**config.mk**
```make
export PLATFORM = sky130hd
export DESIGN_NAME = psi_period_tuner
export DESIGN_NICKNAME = d
export VERILOG_FILES = /design/src/rtl/psi_tuner_pkg.sv /design/src/rtl/psi_pulse_meter.sv /design/src/rtl/psi_period_tuner.sv
export SDC_FILE = /design/constraint.sdc
export NUM_CORES = 1
export LEC_CHECK = 0
export CAP_MARGIN = 5
export CORE_MARGIN = 3
export CORE_UTILIZATION = 54
export DETAILED_ROUTE_END_ITERATION = 10
export PLACE_DENSITY = 0.91
export SLEW_MARGIN = 20
export SYNTH_ARGS = -nofsm -noshare
export SYNTH_HDL_FRONTEND = slang
export SYNTH_HIERARCHICAL = 1
export SYNTH_SLANG_ARGS = --single-unit
```
**constraint.sdc**
```tcl
create_clock -name clk -period 4.73 [get_ports clk]
set_clock_uncertainty 0.15 [all_clocks]
set_input_delay 0.946 -clock clk [delete_from_list [all_inputs] [get_ports clk]]
set_output_delay 0.946 -clock clk [all_outputs]
set_load 0.1 [all_outputs]
```
**src/rtl/psi_tuner_pkg.sv**
```systemverilog
// rtl/psi_tuner_pkg.sv - shared types and saturating step helper for the PSI period tuner
package psi_tuner_pkg;

  // Classification of one completed measurement against the target band
  typedef enum logic [1:0] {
    CMP_LOW  = 2'd0,
    CMP_EQ   = 2'd1,
    CMP_HIGH = 2'd2
  } cmp_t;

  // Saturating add/sub of an unsigned value by step, clamped to [0, max_val]
  function automatic logic [31:0] sat_step(
    input logic [31:0] val,
    input logic [31:0] step,
    input logic        up,
    input logic [31:0] max_val
  );
    logic [32:0] res;
    res = '0;
    if (up) begin
      res = {1'b0, val} + {1'b0, step};
      if (res > {1'b0, max_val}) begin
        res = {1'b0, max_val};
      end
    end else if (step <= val) begin
      res = {1'b0, val} - {1'b0, step};
    end
    return res[31:0];
  endfunction

endpackage

```
**src/rtl/psi_pulse_meter.sv**
```systemverilog
// rtl/psi_pulse_meter.sv - measures PSI high time in clk cycles with a saturating counter
module psi_pulse_meter
  import psi_tuner_pkg::*;
#(
  parameter int CNT_W = 8
) (
  input  logic             clk,
  input  logic             rst,
  input  logic             PSI,
  output logic [CNT_W-1:0] duration,
  output logic             measValid,
  output logic             overflow
);

  localparam logic [CNT_W-1:0] CNT_MAX = '1;

  logic             prePSI_q,    prePSI_d;
  logic             armed_q,     armed_d;
  logic [CNT_W-1:0] count_q,     count_d;
  logic [CNT_W-1:0] duration_q,  duration_d;
  logic             overflow_q,  overflow_d;
  logic             measValid_q, measValid_d;

  // Edge classification of {prePSI, PSI}; a pulse high before arming is never captured
  always_comb begin
    prePSI_d    = PSI;
    armed_d     = armed_q | ~PSI;
    count_d     = count_q;
    duration_d  = duration_q;
    overflow_d  = overflow_q;
    measValid_d = 1'b0;
    case ({prePSI_q, PSI})
      2'b01: begin
        if (armed_q) begin
          count_d = CNT_W'(1);
        end
      end
      2'b11: begin
        if (count_q != CNT_MAX) begin
          count_d = count_q + CNT_W'(1);
        end
      end
      2'b10: begin
        if (armed_q) begin
          duration_d  = count_q;
          overflow_d  = (count_q == CNT_MAX);
          measValid_d = 1'b1;
        end
      end
      default: ;
    endcase
  end

  // Measurement state registers
  always_ff @(posedge clk or posedge rst) begin
    if (rst) begin
      prePSI_q    <= 1'b0;
      armed_q     <= 1'b0;
      count_q     <= '0;
      duration_q  <= '0;
      overflow_q  <= 1'b0;
      measValid_q <= 1'b0;
    end else begin
      prePSI_q    <= prePSI_d;
      armed_q     <= armed_d;
      count_q     <= count_d;
      duration_q  <= duration_d;
      overflow_q  <= overflow_d;
      measValid_q <= measValid_d;
    end
  end

  assign duration  = duration_q;
  assign measValid = measValid_q;
  assign overflow  = overflow_q;

endmodule

```
**src/rtl/psi_period_tuner.sv**
```systemverilog
// rtl/psi_period_tuner.sv - tunes a divider value so PSI high time tracks setPeriod
module psi_period_tuner
  import psi_tuner_pkg::*;
#(
  parameter int CNT_W      = 8,
  parameter int DIV_W      = 8,
  parameter int DIV_INIT   = (2 ** (DIV_W - 1)) - 1,
  parameter int STEP       = 1,
  parameter int TOL        = 0,
  parameter int LOCK_COUNT = 4
) (
  input  logic             clk,
  input  logic             rst,
  input  logic             PSI,
  input  logic [CNT_W-1:0] setPeriod,
  input  logic             enable,
  input  logic             divLoad,
  input  logic [DIV_W-1:0] divLoadValue,
  output logic [CNT_W-1:0] duration,
  output logic             measValid,
  output logic             overflow,
  output logic [DIV_W-1:0] adjustedDiv,
  output logic             inBand,
  output logic             locked
);

  localparam int               LCW      = $clog2(LOCK_COUNT + 1);
  localparam logic [LCW-1:0]   LOCK_MAX = LCW'(LOCK_COUNT);
  localparam logic [DIV_W-1:0] DIV_MAX  = '1;

  logic [DIV_W-1:0] adjustedDiv_q, adjustedDiv_d;
  logic             inBand_q,      inBand_d;
  logic             locked_q,      locked_d;
  logic [LCW-1:0]   lockCnt_q,     lockCnt_d;

  logic [CNT_W:0]   dur_x;
  logic [CNT_W:0]   set_x;
  logic [CNT_W:0]   tol_x;
  cmp_t             cmp;

  psi_pulse_meter #(
    .CNT_W(CNT_W)
  ) u_meter (
    .clk      (clk),
    .rst      (rst),
    .PSI      (PSI),
    .duration (duration),
    .measValid(measValid),
    .overflow (overflow)
  );

  // One extra bit keeps setPeriod+TOL and duration+TOL from wrapping
  assign dur_x = {1'b0, duration};
  assign set_x = {1'b0, setPeriod};
  assign tol_x = (CNT_W + 1)'(TOL);

  // Band compare of the latest measurement; a saturated count naturally lands HIGH
  always_comb begin
    cmp = CMP_EQ;
    if (dur_x > set_x + tol_x) begin
      cmp = CMP_HIGH;
    end else if (dur_x + tol_x < set_x) begin
      cmp = CMP_LOW;
    end
  end

  // Adjust/load/lock: load wins over a coincident adjustment, disable clears lock state
  always_comb begin
    adjustedDiv_d = adjustedDiv_q;
    inBand_d      = inBand_q;
    locked_d      = locked_q;
    lockCnt_d     = lockCnt_q;
    if (!enable) begin
      inBand_d  = 1'b0;
      lockCnt_d = '0;
      locked_d  = 1'b0;
    end
    if (divLoad) begin
      adjustedDiv_d = divLoadValue;
      lockCnt_d     = '0;
      locked_d      = 1'b0;
    end else if (enable && measValid) begin
      case (cmp)
        CMP_HIGH: begin
          adjustedDiv_d = DIV_W'(sat_step(32'(adjustedDiv_q), 32'(STEP), 1'b1, 32'(DIV_MAX)));
          inBand_d      = 1'b0;
          lockCnt_d     = '0;
          locked_d      = 1'b0;
        end
        CMP_LOW: begin
          adjustedDiv_d = DIV_W'(sat_step(32'(adjustedDiv_q), 32'(STEP), 1'b0, 32'(DIV_MAX)));
          inBand_d      = 1'b0;
          lockCnt_d     = '0;
          locked_d      = 1'b0;
        end
        default: begin
          inBand_d = 1'b1;
          if (lockCnt_q != LOCK_MAX) begin
            lockCnt_d = lockCnt_q + LCW'(1);
          end
          locked_d = (lockCnt_d == LOCK_MAX);
        end
      endcase
    end
  end

  // Tuning state registers
  always_ff @(posedge clk or posedge rst) begin
    if (rst) begin
      adjustedDiv_q <= DIV_W'(DIV_INIT);
      inBand_q      <= 1'b0;
      locked_q      <= 1'b0;
      lockCnt_q     <= '0;
    end else begin
      adjustedDiv_q <= adjustedDiv_d;
      inBand_q      <= inBand_d;
      locked_q      <= locked_d;
      lockCnt_q     <= lockCnt_d;
    end
  end

  assign adjustedDiv = adjustedDiv_q;
  assign inBand      = inBand_q;
  assign locked      = locked_q;

endmodule
```
# Word-level counts from Yosys, hierarchy flattened
# Cells that the tools add are included.
# totals
ff_bits	33
inputBits	21
word_cells	68
# op_classes
n_addsub	4
order_cmp	4
eq_ne	11
n_mux	28
bitwise	2
reduce_logical	9
# op_table
op	count
$mux 8	6
$pmux 8 s2	2
$mux 3	8
$mux 1	11
$add 8x1->9 const B	1
$gt 9x8->1 const B	1
$add 8x1->8 const B	1
$eq 8x8->1 const B	1
$gt 8x8->1	1
$le 1x8->1 const A	1
$lt 8x8->1	1
$ne 8x8->1 const B	1
$sub 8x1->8 const B	1
$eq 2x2->1 const B	3
$ne 2x1->1 const B	2
$reduce_and 2->1	2
$reduce_bool 2->1	2
$add 3x1->3 const B	1
$eq 3x3->1 const B	1
$ne 3x1->1 const B	1
$ne 3x3->1 const B	1
$reduce_and 3->1	1
$reduce_bool 3->1	1
$eq 2x1->1 const B	1
other kinds (6)	6

# Longest topological paths before layout
# Gate-level depths: netlist of the first run.
# depth
word_depth	12
mapped_depth	10

# Hierarchy
# Netlist of the first run, hierarchy kept.
# by_module_without_submodules
mod	instances	cells_per_inst	area_per_inst_um2	seq_area_each_um2
psi_period_tuner	1	166	1325.0	334.1
psi_pulse_meter	1	77	870.8	500.5

# Worst setup path before layout of the first run
# No wires, ideal clock.
# synth_path
path_kind	register -> register
startpoint	register u_meter.duration_q[7] (netlist: u_meter/duration[7])
endpoint	register adjustedDiv_q[4] (netlist: adjustedDiv[4])
t_arrival_ns	2.652
path_slack_ns	1.849
path_stages_with_launch	9
synth_period_minus_slack_ns	2.881
path_cell_list	dfrtp_1 > ha_1 > a21oi_2 > o21ai_2 > or4_4 > a21oi_4 > and2_2 > o211a_1 > nor3_1
# synth_between
elab_chain_len	7
elab_cells_between_ends	11
cone_classes	order compare: 2; eq/ne: 1; mux: 5; reduce/logical: 3
# synth_rtl
element	line_no	rtl
start: declaration	psi_pulse_meter.sv:20	logic [CNT_W-1:0] duration_q, duration_d;
start signal: assignment	psi_pulse_meter.sv:67	duration_q <= duration_d;
$lt 8x8->1	psi_period_tuner.sv:62	end else if (dur_x + tol_x < set_x) begin
$mux 1	psi_period_tuner.sv:62	
$mux 2 *	psi_period_tuner.sv:60	if (dur_x > set_x + tol_x) begin
$eq 2x2->1 / $logic_not 2->1 (equally long branches)	psi_period_tuner.sv:83	case (cmp)
$pmux 8 s2	psi_period_tuner.sv:83	
$mux 8	psi_period_tuner.sv:82	end else if (enable && measValid) begin
$mux 8	psi_period_tuner.sv:78	if (divLoad) begin
end signal: assignment	psi_period_tuner.sv:110	adjustedDiv_q <= DIV_W'(DIV_INIT);
end signal: assignment	psi_period_tuner.sv:115	adjustedDiv_q <= adjustedDiv_d;
end: declaration	psi_period_tuner.sv:31	logic [DIV_W-1:0] adjustedDiv_q, adjustedDiv_d;
# Every way passes the cells marked *; elsewhere a longest branch is shown, timed or not. The select of a mux whose other input is x is not followed.
# A chain may end at the register's enable or synchronous reset.

# Final worst setup path of the first run
# layout_path
startpoint	input setPeriod[5]
endpoint	register adjustedDiv_q[4] (netlist: adjustedDiv[4])
# layout_between
elab_chain_len	7
elab_cells_between_ends	11
cone_classes	order compare: 2; eq/ne: 1; mux: 5; reduce/logical: 3
# layout_rtl
element	line_no	rtl
start: declaration	psi_period_tuner.sv:15	input logic [CNT_W-1:0] setPeriod,
$lt 8x8->1	psi_period_tuner.sv:62	
$mux 1	psi_period_tuner.sv:62	
$mux 2 *	psi_period_tuner.sv:60	
$eq 2x2->1 / $logic_not 2->1 (equally long branches)	psi_period_tuner.sv:83	
$pmux 8 s2	psi_period_tuner.sv:83	
$mux 8	psi_period_tuner.sv:82	
$mux 8	psi_period_tuner.sv:78	
# Marked as above.

==> reports/results.txt, run 1 <==
The run gives 22 as the number of placement rows. For this run, the top clock speed supported by timing is 0.303 GHz. The clock period minus worst slack came out at 3.30 ns. The initial utilization of the core area, before any placement, comes to 57.8%. For this block, the routed nets add up to 5080 um of wire. For the detailed-route wire length on metal 1, the log shows 2170 um.

The die covers 4870 um^2. After synthesis, the share of flip-flops with an asynchronous set or reset is 100%. The tools report the number of library cell types mapped by synthesis as 60. The initial antenna violation count came out at 0. The number of vias per cell after detailed routing works out to 5.90.

The final-report hold violation count is 0, and the total count of max-transition violations in the final report is 0. Clock latency on the worst-skew pair, taken at its later pin, is 0.29 ns. Setup violations remaining at the end of the flow were counted as 0.

Entering global routing, the biggest net connects 21 pins. For the worst setup path, the data arrival time is 3.38 ns. TritonCTS built the clock tree.

The tools report the iteration-0 DRC count of the detailed router as 188. The total via count in the routed design came out at 1947. The worst-case clock buffer depth was 2; the final-layout setup total negative slack was 0 ns. Final hold analysis gives a worst-case slack of 0.344 ns.

The post-synthesis share of cell area spent on full adders, half adders and majority gates was 7.98%; the maximum VDD drop was 0.000195 V. The count of nets left with antenna violations after detail routing was 0; the mean instance size in the synthesized netlist was 9.04 um^2. Detailed placement ended at an HPWL of 3620 um. The run gives 0 as the count of hold-fix buffers inserted at cts. Dividing total power by cell area gives a power density of 385 nW/um^2. The cell sitting at the root of the clock tree is a sky130_fd_sc_hd__clkbuf_8.

The register-to-register setup slack was 2.18 ns. The number of resized instances in the post-cts repair step was 0; the largest fanout of any net on the critical path was 15. The synthesized netlist devotes 21.3% of its cell area to compound gates. The share of synthesized area spent on multiplexers came out at 3.42%. Final net count: 316. At the pin with the least slew margin, the transition time is 0.985 ns. The first TritonRoute pass finished after 4 iterations. Measured along the x axis, the die boundary spans 69.8 um.

Global-route wire length before repair: 8600 um. In this run the vertical extent of the chip is 69.8 um. Synthesis handed over a netlist of 243 instances. For this run the aggregate overflow at the end of global routing stands at 0. Dividing the detail-routed wire length by the instance count gives 15.4 um.

The antenna cell count came out at 0. The run gives 41 as the I/O pin count. In this run the worst hold path is classified as reg -> reg. Summing every instance area after synthesis gives 2200 um^2. The clock drives 33 sinks. The tools report the sequential share of the synthesized area as 38.0%. Compared with the post-synthesis result, the final layout area differs by 23.5%. The wire length on met2 was 2540 um. Global routing used 21.9% of the available tracks.

After Yosys synthesis, and, or, nand and nor cells account for 21.5% of the synthesized area. Sorting the synthesized cells by how often they occur yields sky130_fd_sc_hd__dfrtp_1 (26), sky130_fd_sc_hd__inv_1 (25), sky130_fd_sc_hd__nand2_1 (23). The cell type contributing the most total cell area after synthesis was sky130_fd_sc_hd__dfrtp_1.

The ratio of cells with drive above 1 in the final layout came out at 11.7%. Uppermost metal layer occupied by signal nets: met4. Among all flip-flop cells after synthesis, the most frequent one is sky130_fd_sc_hd__dfrtp_1. The number of nets in the synthesized netlist is 278. The count of yosys warnings during synthesis is 6, and the share of the cycle needed by the critical path after routing is 69.7%.

Setup repair after global routing left no endpoint under its margin. In this run the tool buffered the top-level ports with 40 buffer cells. After clock tree synthesis, the clock-pin slew on the worst setup and hold paths is 0.07 ns. Largest family of logic cells by synthesized area: simple AND/OR/NAND/NOR gates. Data on the critical path is required at its endpoint by 4.81 ns. Most frequent cell after synthesis: sky130_fd_sc_hd__dfrtp_1. The worst pin sits at a relative slew slack of 34.1%. The area of the core came out at 3800 um^2. For the total length of routed met3 wires, the log shows 313 um. The run finished with clean final reports.

The flip-flop and latch count after synthesis is 33. The leakage power summed over all cells was 1.17 nW; the number of flops mapped to enable cells by yosys was 0. The critical path is of the in -> reg type. Area share of the largest cell type after synthesis: 29.6%. STA classifies the critical path startpoint as a primary input. Number of global-route vias before repair: 1910.

The H-tree was split into 2 levels. Global placer's final weighted congestion: 0.948. The critical path capture point type is a register.

The setup fix buffers added after clock tree synthesis is 0, and the number of max-capacitance violations reported is 0. After detailed routing, the number of remaining DRC violations is 0. By area the synthesized netlist is led by sky130_fd_sc_hd__dfrtp_1 (30%), sky130_fd_sc_hd__dfstp_2 (8.4%), sky130_fd_sc_hd__ha_1 (8.0%).

Clock tree synthesis inserted a total of 5 buffers. After Yosys synthesis, XOR and XNOR cells account for 0.798% of the synthesized area.
[cell usage in the layout (no fill, tap or decap), types with 4 or more instances in the layout]
cell,n
sky130_fd_sc_hd__a21oi_1,10
sky130_fd_sc_hd__a31oi_1,5
sky130_fd_sc_hd__clkbuf_8,6
sky130_fd_sc_hd__clkdlybuf4s50_1,40
sky130_fd_sc_hd__dfrtp_1,26
sky130_fd_sc_hd__dfstp_2,7
sky130_fd_sc_hd__ha_1,14
sky130_fd_sc_hd__inv_1,25
sky130_fd_sc_hd__mux2_2,4
sky130_fd_sc_hd__nand2_1,23
sky130_fd_sc_hd__nand3_1,10
sky130_fd_sc_hd__nand4_1,6
sky130_fd_sc_hd__nor2_1,16
sky130_fd_sc_hd__nor3_1,7
sky130_fd_sc_hd__o211ai_1,8
sky130_fd_sc_hd__o21ai_0,13
sky130_fd_sc_hd__or4_1,4
[cells by family (layout without fill, tap and decap cells)]
kind of cell / after synthesis / count (layout)
adders and majority gates: 14 / 14
buffers and inverters: 34 / 73
muxes: 7 / 7
xor gates and xnor gates: 2 / 2
AOI/OAI and AO/OA: 65 / 65
DFF: 33 / 33
and+or+nand+nor: 88 / 88
[through the flow]
| step | instance area, um^2 | setup WS (ns) | utilization [%] | total power, mW | instances |
|---|---|---|---|---|---|
| 3_3_place_gp | 2590 | 1.17 | 68.3 | 0.758 | 322 |
| 2_1_floorplan | 2200 | 1.85 | - | 0.671 | 243 |
| 3_5_place_dp | 2590 | 1.15 | 68.3 | 0.766 | 322 |
| 6_report | 2710 | 1.43 | 71.4 | 1.04 | 330 |
| 4_1_cts | 2710 | 1.45 | 71.4 | 1.05 | 330 |
| 5_1_grt | 2710 | 1.31 | 71.4 | 1.09 | 330 |
[where the power goes]
| group | internal [mW] | total [mW] | switching (mW) |
|---|---|---|---|
| Sequential | 0.322 | 0.376 | 0.0537 |
| Clock | 0.172 | 0.278 | 0.106 |
| Combinational | 0.122 | 0.389 | 0.267 |
[critical path: stages]
cell and delay, ns:
sky130_fd_sc_hd__clkdlybuf4s50_1 0.45, sky130_fd_sc_hd__inv_1 0.04, sky130_fd_sc_hd__ha_1 0.30, sky130_fd_sc_hd__a21oi_1 0.17, sky130_fd_sc_hd__o21ai_2 0.11, sky130_fd_sc_hd__or4_4 0.54, sky130_fd_sc_hd__a21oi_4 0.39, sky130_fd_sc_hd__and2_2 0.23
sky130_fd_sc_hd__o211a_1 0.14, sky130_fd_sc_hd__nor3_1 0.04
[sequential cells by signal, summed over array words and instances, names as in the netlist]
name	cells
u_meter/duration	8
lockCnt_q	3
u_meter/prePSI_q	1
u_meter/count_q	8
u_meter/armed_q	1
u_meter/measValid	1
inBand	1
u_meter/overflow	1
adjustedDiv	8
locked	1
[final cells by class]
cell class | count | area, um^2
well taps | 48 | 60.1
clock buffers | 7 | 86.3
inverters | 25 | 93.8
flip-flops and latches | 33 | 835
clock inverters | 1 | 30.0
fillers | 301 | 1090
multi-input cells | 176 | 1210
repair buffers | 40 | 400
[per-layer routing]
metal	up-vias	global-route usage (%)
met5	-	0
met4	0	6.38
met3	6	6.81
met2	60	36.8
met1	922	26.8
li1	959	-
[path summary, 6_finish.rpt]
check,end,depth (start not counted),from
worst max-delay path,adjustedDiv[4],10,setPeriod[5]
worst min-delay path,locked,1,locked
max in group asynchronous,u_meter/prePSI_q,2,rst
worst min register to register,locked,1,locked
worst max register to register,adjustedDiv[4],8,u_meter/duration[7]
min in group asynchronous,lockCnt_q[1],2,rst
Note: power is estimated with default switching activity, not from simulation.
==> run 2: changes to the inputs <==
--- a/config.mk
+++ b/config.mk
@@ -7,9 +7,9 @@
 export LEC_CHECK = 0
 export CAP_MARGIN = 5
 export CORE_MARGIN = 3
-export CORE_UTILIZATION = 54
+export CORE_UTILIZATION = 47
 export DETAILED_ROUTE_END_ITERATION = 10
-export PLACE_DENSITY = 0.91
+export PLACE_DENSITY = 0.85
 export SLEW_MARGIN = 20
 export SYNTH_ARGS = -nofsm -noshare
 export SYNTH_HDL_FRONTEND = slang
==> constraint.sdc (replaced) <==
create_clock -name clk -period 2.7 [get_ports clk]
set_clock_uncertainty 0.15 [all_clocks]
set_input_delay 0.54 -clock clk [delete_from_list [all_inputs] [get_ports clk]]
set_output_delay 0.54 -clock clk [all_outputs]
set_load 0.1 [all_outputs]
==> run 2 against run 1 <==
Clock power up 100%; clock-buffer cell count down 2; combinational power up 87%; sequential power up 75%; die area up 14%; worst hold slack better by 0.014 ns; final area up 8.1%; critical path depth unchanged; flip-flop and latch count unchanged; first-iteration DRC count down 20%; register-to-register slack worse by 1.8 ns; critical path type unchanged; utilization down 5.4 points.
==> reports/results.txt, run 2 (synthesized netlist as in run 1, its figures left out) <==
The flow ran to the end, and the final reports show no timing, DRC or antenna violations. The post-detailed-placement half-perimeter wirelength is 3850 um (+6.3%). The number of vias per cell after detailed routing came out at 5.87 (-0.57%).

The logs give 341 (+5.9%) for the instance count after placement with tap cells included and 33 (unchanged) for the number of sinks driven by the clock tree. The tools report the count of nets left with antenna violations after detail routing as 0 (unchanged). The level count of the clock H-tree is 2 (unchanged). The tools report the cell at the root of the clock tree as sky130_fd_sc_hd__clkbuf_8. The clock transition at the register clock pins on the worst setup and hold paths after CTS is 0.07 ns (about the same).

For the cell area reported after detailed placement, the log shows 2670 um^2 (+2.8%). The critical path's largest stage delay is 0.46 ns (-0.08 ns). The clock period minus worst slack came out at 2.62 ns.

The leading cell type in the layout, fill and taps excluded was sky130_fd_sc_hd__buf_4. The number of placement rows is 24 (+9.1%), and the total wire length after detailed routing is 5560 um (+9.4%). Compared with the post-synthesis result, the final layout area differs by 33.5%. The tools report the count of hold-fix buffers inserted at cts as 0 (unchanged). STA classifies the critical path endpoint as a register. For the number of global-route vias before repair, the log shows 1915 (+0.26%). For the initial cell density of the core, the log shows 49.4% (-8.4 points). The tools report the total via count in the routed design as 2059 (+5.8%). The logs give 1.95 mW (+87%) for the overall power consumption and 41 (unchanged) for the I/O pin count. The overall die area is 5530 um^2 (+14%), and the required time of the critical path is 2.75 ns (-2.06 ns). The final global-route overflow total was 0 (unchanged).

For the final-report hold violation count, the log shows 0 (unchanged). The logs give 351 (+6.4%) for the filler-free cell count of the finished design and 0.000374 V (+92%) for the maximum VDD drop. Based on the critical path, the design can be clocked at up to 0.382 GHz.

Number of endpoints failing setup at the final stage: 0 (unchanged). The measured slew at the worst slew-check pin is 0.739 ns (-0.246 ns), and the antenna cell count is 0 (unchanged). The library cells used most frequently in the layout, excluding fill and tap cells, are sky130_fd_sc_hd__buf_4 (35), sky130_fd_sc_hd__nand2_1 (23), sky130_fd_sc_hd__inv_1 (22), sky130_fd_sc_hd__dfrtp_1 (21), sky130_fd_sc_hd__clkdlybuf4s50_1 (17). The global-route wire length before repair is 8910 um (+3.6%).

The largest individual stage delay along the critical path comes from the cell sky130_fd_sc_hd__clkdlybuf4s50_1. The area of the multi-input gates was 1310 um^2 (+8.2%). The logs give 2930 um^2 (+8.1%) for the final cell area excluding filler cells and 0 (unchanged) for the number of max-capacitance violations reported.

For the total count of max-transition violations in the final report, the log shows 0 (unchanged). The number of buffers and inverters on the critical path is 3 (+1). The vertical extent of the die is 74.4 um (+6.6%). TritonCTS built the clock tree.

Aggregate global-route resource usage: 20.9% (-1.0 points). The worst hold path belongs to the class reg -> reg. The floorplan die width is 74.4 um (+6.6%), and the global placer's final weighted congestion is 0.895 (-5.7%). The storage element area is 841 um^2 (+0.75%), and the power per standard cell area is 665 nW/um^2 (+73%).

The detailed-route wire length per cell was 15.8 um (+2.9%); the data arrival time of the critical path was 2.67 ns (-0.71 ns). Walking the worst path, the cells encountered are clkdlybuf4s50_1 > inv_1 > ha_1 > nand4_1 > nor2_1 > or4_4 > a21oi_4 > buf_6 > o21ai_0 > o22ai_1. The logs give 0 (unchanged) for the initial antenna violation count and 0.29 ns (about the same) for the clock latency on the worst-skew pair.

In the finished design, the share of the clock period the worst path needs comes to 96.9%. The logs give 347 (+15%) for the count of filler cells inserted in the layout and 66.0% (-5.4 points) for the core utilization of the finished layout. The iteration-0 DRC count of the detailed router is 150 (-20%).

Ratio of cells with drive above 1 in the final layout: 29.4% (+18 points). For the final net count, the log shows 333 (+5.4%). The tools report the area of the core as 4440 um^2 (+17%). The run gives 4 (unchanged) as the number of search-and-repair iterations in the first detailed-routing pass. The final-layout setup total negative slack came out at 0 ns (unchanged). The number of buffers created by CTS is 5 (unchanged), and the quantity of I/O buffers inserted on ports is 40 (unchanged). Leakage power summed over all cells: 1.31 nW (+12%).

The worst-case clock buffer depth was 2 (unchanged). STA classifies the critical path startpoint as a primary input. For the relative slew slack, the log shows 50.7% (+17 points). Cell family contributing the most delay on the critical path: simple AND/OR/NAND/NOR gates. The worst setup path is of the in -> reg kind. The largest fanout of any net on the critical path was 6 (-9). For the DRC violation count after routing, the log shows 0 (unchanged).

The run gives 21 (unchanged) as the maximum number of pins on one net before global-route repair.
[run 2: metal layers]
layer | GRT usage [%] | up-vias | wire length [um]
met4 | 7.31 | 0 | 88
met1 | 26.5 | 1000 | 2370
met2 | 35.3 | 60 | 2850
met3 | 4.32 | 10 | 247
li1 | - | 989 | -
met5 | 0 | - | 0
[run 2: per-stage QoR]
stage	hold WS (ns)	setup slack, ns
floorplan	0.262	0.0156
global placement	0.323	-0.319
detailed placement	0.333	-0.334
CTS	0.351	0.00804
global route	0.381	-0.0123
finish	0.358	0.0828
[run 2: cell type report]
class,instances,area share [%]
Multi-Input combinational cell,176,44.5
Sequential cell,33,28.7
Timing Repair Buffer,57,16.8
Inverter,25,3.20
Clock buffer,5,2.35
Clock inverter,3,2.22
Tap cell,52,2.22
[run 2: power breakdown]
group	switching (mW)	total, mW	internal, mW
combinational	0.490	0.729	0.238
sequential	0.0921	0.658	0.566
clock	0.197	0.564	0.367
[run 2: what timing repair did]
action                                  in CTS  in global routing
buffers inserted                             0                  2
pin swaps                                    1                 16
gates resized for setup                      2                 18
endpoints found under the setup margin       5                 12
[run 2: final timing paths]
kind                            startpoint             endpoint  slack [ns]  depth (start not counted)
max in group asynchronous              rst  u_meter/duration[1]        1.32                          2
min                        u_meter/armed_q      u_meter/armed_q        0.36                          1
max                           setPeriod[6]       adjustedDiv[7]        0.08                         10
min reg2reg                u_meter/armed_q      u_meter/armed_q        0.36                          1
max reg2reg                 adjustedDiv[1]       adjustedDiv[5]        0.36                          7
min in group asynchronous              rst         lockCnt_q[1]        0.48                          2
[run 2: worst reg2reg max path, stage by stage, from the launching register on]
cell,delay (ns)
sky130_fd_sc_hd__dfstp_2,0.58
sky130_fd_sc_hd__inv_1,0.09
sky130_fd_sc_hd__ha_1,0.21
sky130_fd_sc_hd__or4_1,0.48
sky130_fd_sc_hd__nor3_2,0.29
sky130_fd_sc_hd__nor3_1,0.09
sky130_fd_sc_hd__o2111ai_1,0.21
sky130_fd_sc_hd__o311ai_1,0.13
==> run 3: changes to the inputs <==
--- a/config.mk
+++ b/config.mk
@@ -7,9 +7,9 @@
 export LEC_CHECK = 0
 export CAP_MARGIN = 5
 export CORE_MARGIN = 3
-export CORE_UTILIZATION = 47
+export CORE_UTILIZATION = 43
 export DETAILED_ROUTE_END_ITERATION = 10
-export PLACE_DENSITY = 0.85
+export PLACE_DENSITY = 0.79
 export SLEW_MARGIN = 20
 export SYNTH_ARGS = -nofsm -noshare
 export SYNTH_HDL_FRONTEND = slang
==> constraint.sdc (replaced) <==
create_clock -name clk -period 2.3 [get_ports clk]
set_clock_uncertainty 0.15 [all_clocks]
set_input_delay 0.46 -clock clk [delete_from_list [all_inputs] [get_ports clk]]
set_output_delay 0.46 -clock clk [all_outputs]
set_load 0.1 [all_outputs]
==> run 3 against run 2 <==
The run now ends with setup timing left; worst hold slack got worse by 0.024 ns; via count rose by 3.3%; final area rose by 8.2%; flip-flop and latch count did not move; clock power rose by 3%; cell count rose by 7.7%; clock-buffer cell count rose by 2; total power rose by 19%.
==> reports/results.txt, run 3 (synthesized netlist as in run 1, its figures left out) <==
The run gives 40.9% (+3.5 points) as the relative contribution of combinational cells to total power. For the number of max-capacitance violations reported, the log shows 0 (unchanged). The worst register-to-register path ends at adjustedDiv[2]. For the worst-case clock buffer depth, the log shows 2 (unchanged).

Clock tree synthesis selected as its root buffer the cell sky130_fd_sc_hd__clkbuf_8. The total via count in the routed design was 2126 (+3.3%); the relative slew slack was 65.4% (+15 points). The run gives 4 (unchanged) as the number of search-and-repair iterations in the first detailed-routing pass. The run gives 2.37 ns (-0.38 ns) as the required time of the critical path. For the number of endpoints failing setup at the final stage, the log shows 4 (+4). The post-detailed-placement half-perimeter wirelength is 4010 um (+4.0%). The instance count after placement with tap cells included is 362 (+6.2%), and the measured slew at the worst slew-check pin is 0.518 ns (-0.221 ns). The initial cell density of the core is 45.6% (-3.8 points), and the area overhead of the layout relative to synthesis is 44.4%.

For the count of filler cells inserted in the layout, the log shows 397 (+14%). The quantity of I/O buffers inserted on ports is 40 (unchanged), and the final cell area excluding filler cells is 3170 um^2 (+8.2%). The antenna cell count is 0 (unchanged), and the detailed-route wire length per cell is 15.1 um (-4.6%). The worst hold path terminates at locked. The maximum clock rate was 0.423 GHz; the DRC violation count after routing was 0 (unchanged). The run gives 24.9% (-4.0 points) as the clock network fraction of total power.

The overall power consumption came out at 2.33 mW (+19%). The filler-free cell count of the finished design was 378 (+7.7%); the switching power share of the total was 40.3% (+0.36 points). The number of placement rows is 25 (+4.2%), and the aggregate global-route resource usage is 19.8% (-1.0 points). The logs give 1.37 nW (+4.5%) for the leakage power summed over all cells and 5710 um (+2.8%) for the total wire length after detailed routing. The number of cells traversed by the worst hold path is 1 (unchanged), and the register-to-register setup slack is -0.06 ns (-0.42 ns). In the layout the commonest cells are sky130_fd_sc_hd__buf_4 (37), sky130_fd_sc_hd__nand2_1 (23), sky130_fd_sc_hd__inv_1 (18), sky130_fd_sc_hd__dfrtp_1 (17).

The global placer's final weighted congestion is 0.888 (-0.75%), and the ratio of cells with drive above 1 in the final layout is 37.6% (+8.2 points). For the count of nets left with antenna violations after detail routing, the log shows 0 (unchanged). The largest fanout of any net on the critical path is 5 (-1), and the number of global-route vias before repair is 2070 (+8.1%). Clock transition at the register clock pins on the worst setup and hold paths after CTS: 0.08 ns (about the same).

The floorplan die width is 77.5 um (+4.2%). Leaving out fill and tap cells, the most frequent cell in the layout is sky130_fd_sc_hd__buf_4. The tools report the post-route worst setup slack as -0.0628 ns (-0.146 ns). In this run the most critical hold path is launched from locked. Worst hold-check path type: reg -> reg. The maximum VDD drop was 0.000452 V (+21%). For the number of buffers created by CTS, the log shows 5 (unchanged). The worst register-to-register path begins at u_meter/duration[1]. STA classifies the critical path endpoint as a register.

I/O pin count: 41 (unchanged). The number of vias per cell after detailed routing came out at 5.62 (-4.1%). The sequential cell fraction of total power is 34.2% (+0.5 points). The run gives 0 (unchanged) as the final global-route overflow total. TritonCTS built the clock tree. The initial antenna violation count was 0 (unchanged); the level count of the clock H-tree was 2 (unchanged). The tools report the final-layout setup total negative slack as -0.183 ns (-0.183 ns). The worst reg-to-reg path cell count was 9 (+2). The number of sinks driven by the clock tree was 33 (unchanged); the area of the core was 4820 um^2 (+8.4%). Subtracting the final worst setup slack from the clock period gives 2.36 ns.

The logs give 2910 um^2 (+8.9%) for the cell area reported after detailed placement and 269 (+79%) for the iteration-0 DRC count of the detailed router. The final-report hold violation count is 0 (unchanged), and the vertical extent of the die is 77.5 um (+4.2%). The total count of max-transition violations in the final report is 0 (unchanged). The count of hold-fix buffers inserted at cts was 0 (unchanged). The power per standard cell area came out at 735 nW/um^2 (+10%). The critical path in this run is classified as in -> reg. The checks that failed: setup timing. The run gives 2.43 ns (-0.24 ns) as the data arrival time of the critical path. The maximum number of pins on one net before global-route repair is 21 (unchanged), and the internal power component is 1.39 mW (+19%). Setup repair after global routing could not meet its margin everywhere. In the finished design, the share of the clock period the worst path needs comes to 103%.

Overall die area: 6000 um^2 (+8.5%). The clock latency on the worst-skew pair was 0.30 ns (about the same). The worst setup path is launched from a primary input. The tools report the global-route wire length before repair as 9680 um (+8.6%).

The switching power summed over all nets was 0.940 mW (+21%). The run finished, with violations left. The run gives -0.620 ns (-0.285 ns) as the worst setup slack before clock tree synthesis. The tools report the final net count as 345 (+3.6%).
==> run 3: changes by cell type in the layout (fill, tap and decap cells not counted), moves of 4 or more <==
cell,change
sky130_fd_sc_hd__dlygate4sd2_1,+7
sky130_fd_sc_hd__dfrtp_4,+7
sky130_fd_sc_hd__dfrtp_1,-4
sky130_fd_sc_hd__a21oi_2,+4
sky130_fd_sc_hd__clkdlybuf4s50_1,-4
sky130_fd_sc_hd__inv_2,+4
sky130_fd_sc_hd__inv_1,-4
sky130_fd_sc_hd__buf_12,+8
==> run 3: worst max path at each step <==
stage / slack (ns) / cells after the start / end / startpoint
5_1_grt: -0.13 / 9 / adjustedDiv[2] / u_meter/duration[1]
3_5_place_dp: -0.62 / 11 / adjustedDiv[5] / setPeriod[7]
6_report: -0.06 / 10 / adjustedDiv[2] / setPeriod[0]
2_1_floorplan: -0.09 / 8 / adjustedDiv[4] / u_meter/duration[5]
4_1_cts: -0.1 / 9 / adjustedDiv[4] / u_meter/duration[5]
3_3_place_gp: -0.56 / 10 / adjustedDiv[4] / setPeriod[3]
==> run 3: power groups by stage <==
stage / logic (mW) / clock network (mW) / registers (mW)
6_report: 0.954 / 0.579 / 0.797
5_1_grt: 1.01 / 0.614 / 0.810
4_1_cts: 0.943 / 0.588 / 0.796
3_5_place_dp: 0.913 / 0 / 0.799
3_3_place_gp: 0.898 / 0 / 0.795
2_1_floorplan: 0.305 / 0 / 1.10
==> run 3: worst max-delay path: stages <==
cell	delay, ns
sky130_fd_sc_hd__clkdlybuf4s50_1	0.46
sky130_fd_sc_hd__ha_2	0.20
sky130_fd_sc_hd__nor2b_4	0.04
sky130_fd_sc_hd__o211ai_1	0.19
sky130_fd_sc_hd__a21oi_2	0.12
sky130_fd_sc_hd__buf_4	0.15
sky130_fd_sc_hd__or2_4	0.27
sky130_fd_sc_hd__or3_1	0.31
sky130_fd_sc_hd__a31oi_1	0.17
sky130_fd_sc_hd__a31oi_1	0.06
==> run 3: layer usage <==
layer  up-vias  GRT usage [%]  routed length [um]
met5         -              0                   0
met4         0           6.58                  75
met3        13           4.99                 379
met2        83           32.3                2760
met1      1011           25.7                2500
li1       1019              -                   -
==> run 3: repair_timing <==
item	in CTS	in global routing
endpoints found under the hold margin	0	0
setup buffers	6	1
pin swaps	18	8
cloned	1	0
endpoints found under the setup margin	13	11
gates resized for setup	29	6
==> run 3: area by class of cell <==
cell class	count	area [um^2]	share of cell area (%)
clock inverters	1	30.0	0.947
flip-flops and latches	33	867	27.3
repair buffers	68	663	20.9
multi-input cells	177	1350	42.5
well taps	67	83.8	2.64
inverters	25	93.8	2.96
clock buffers	7	86.3	2.72
==> run 3: per-stage QoR <==
step | hold WS, ns | utilization (%)
CTS | 0.347 | 65.4
detailed placement | 0.320 | 60.3
finish | 0.334 | 65.8
floorplan | 0.182 | -
global route | 0.372 | 65.8
global placement | 0.324 | 60.3
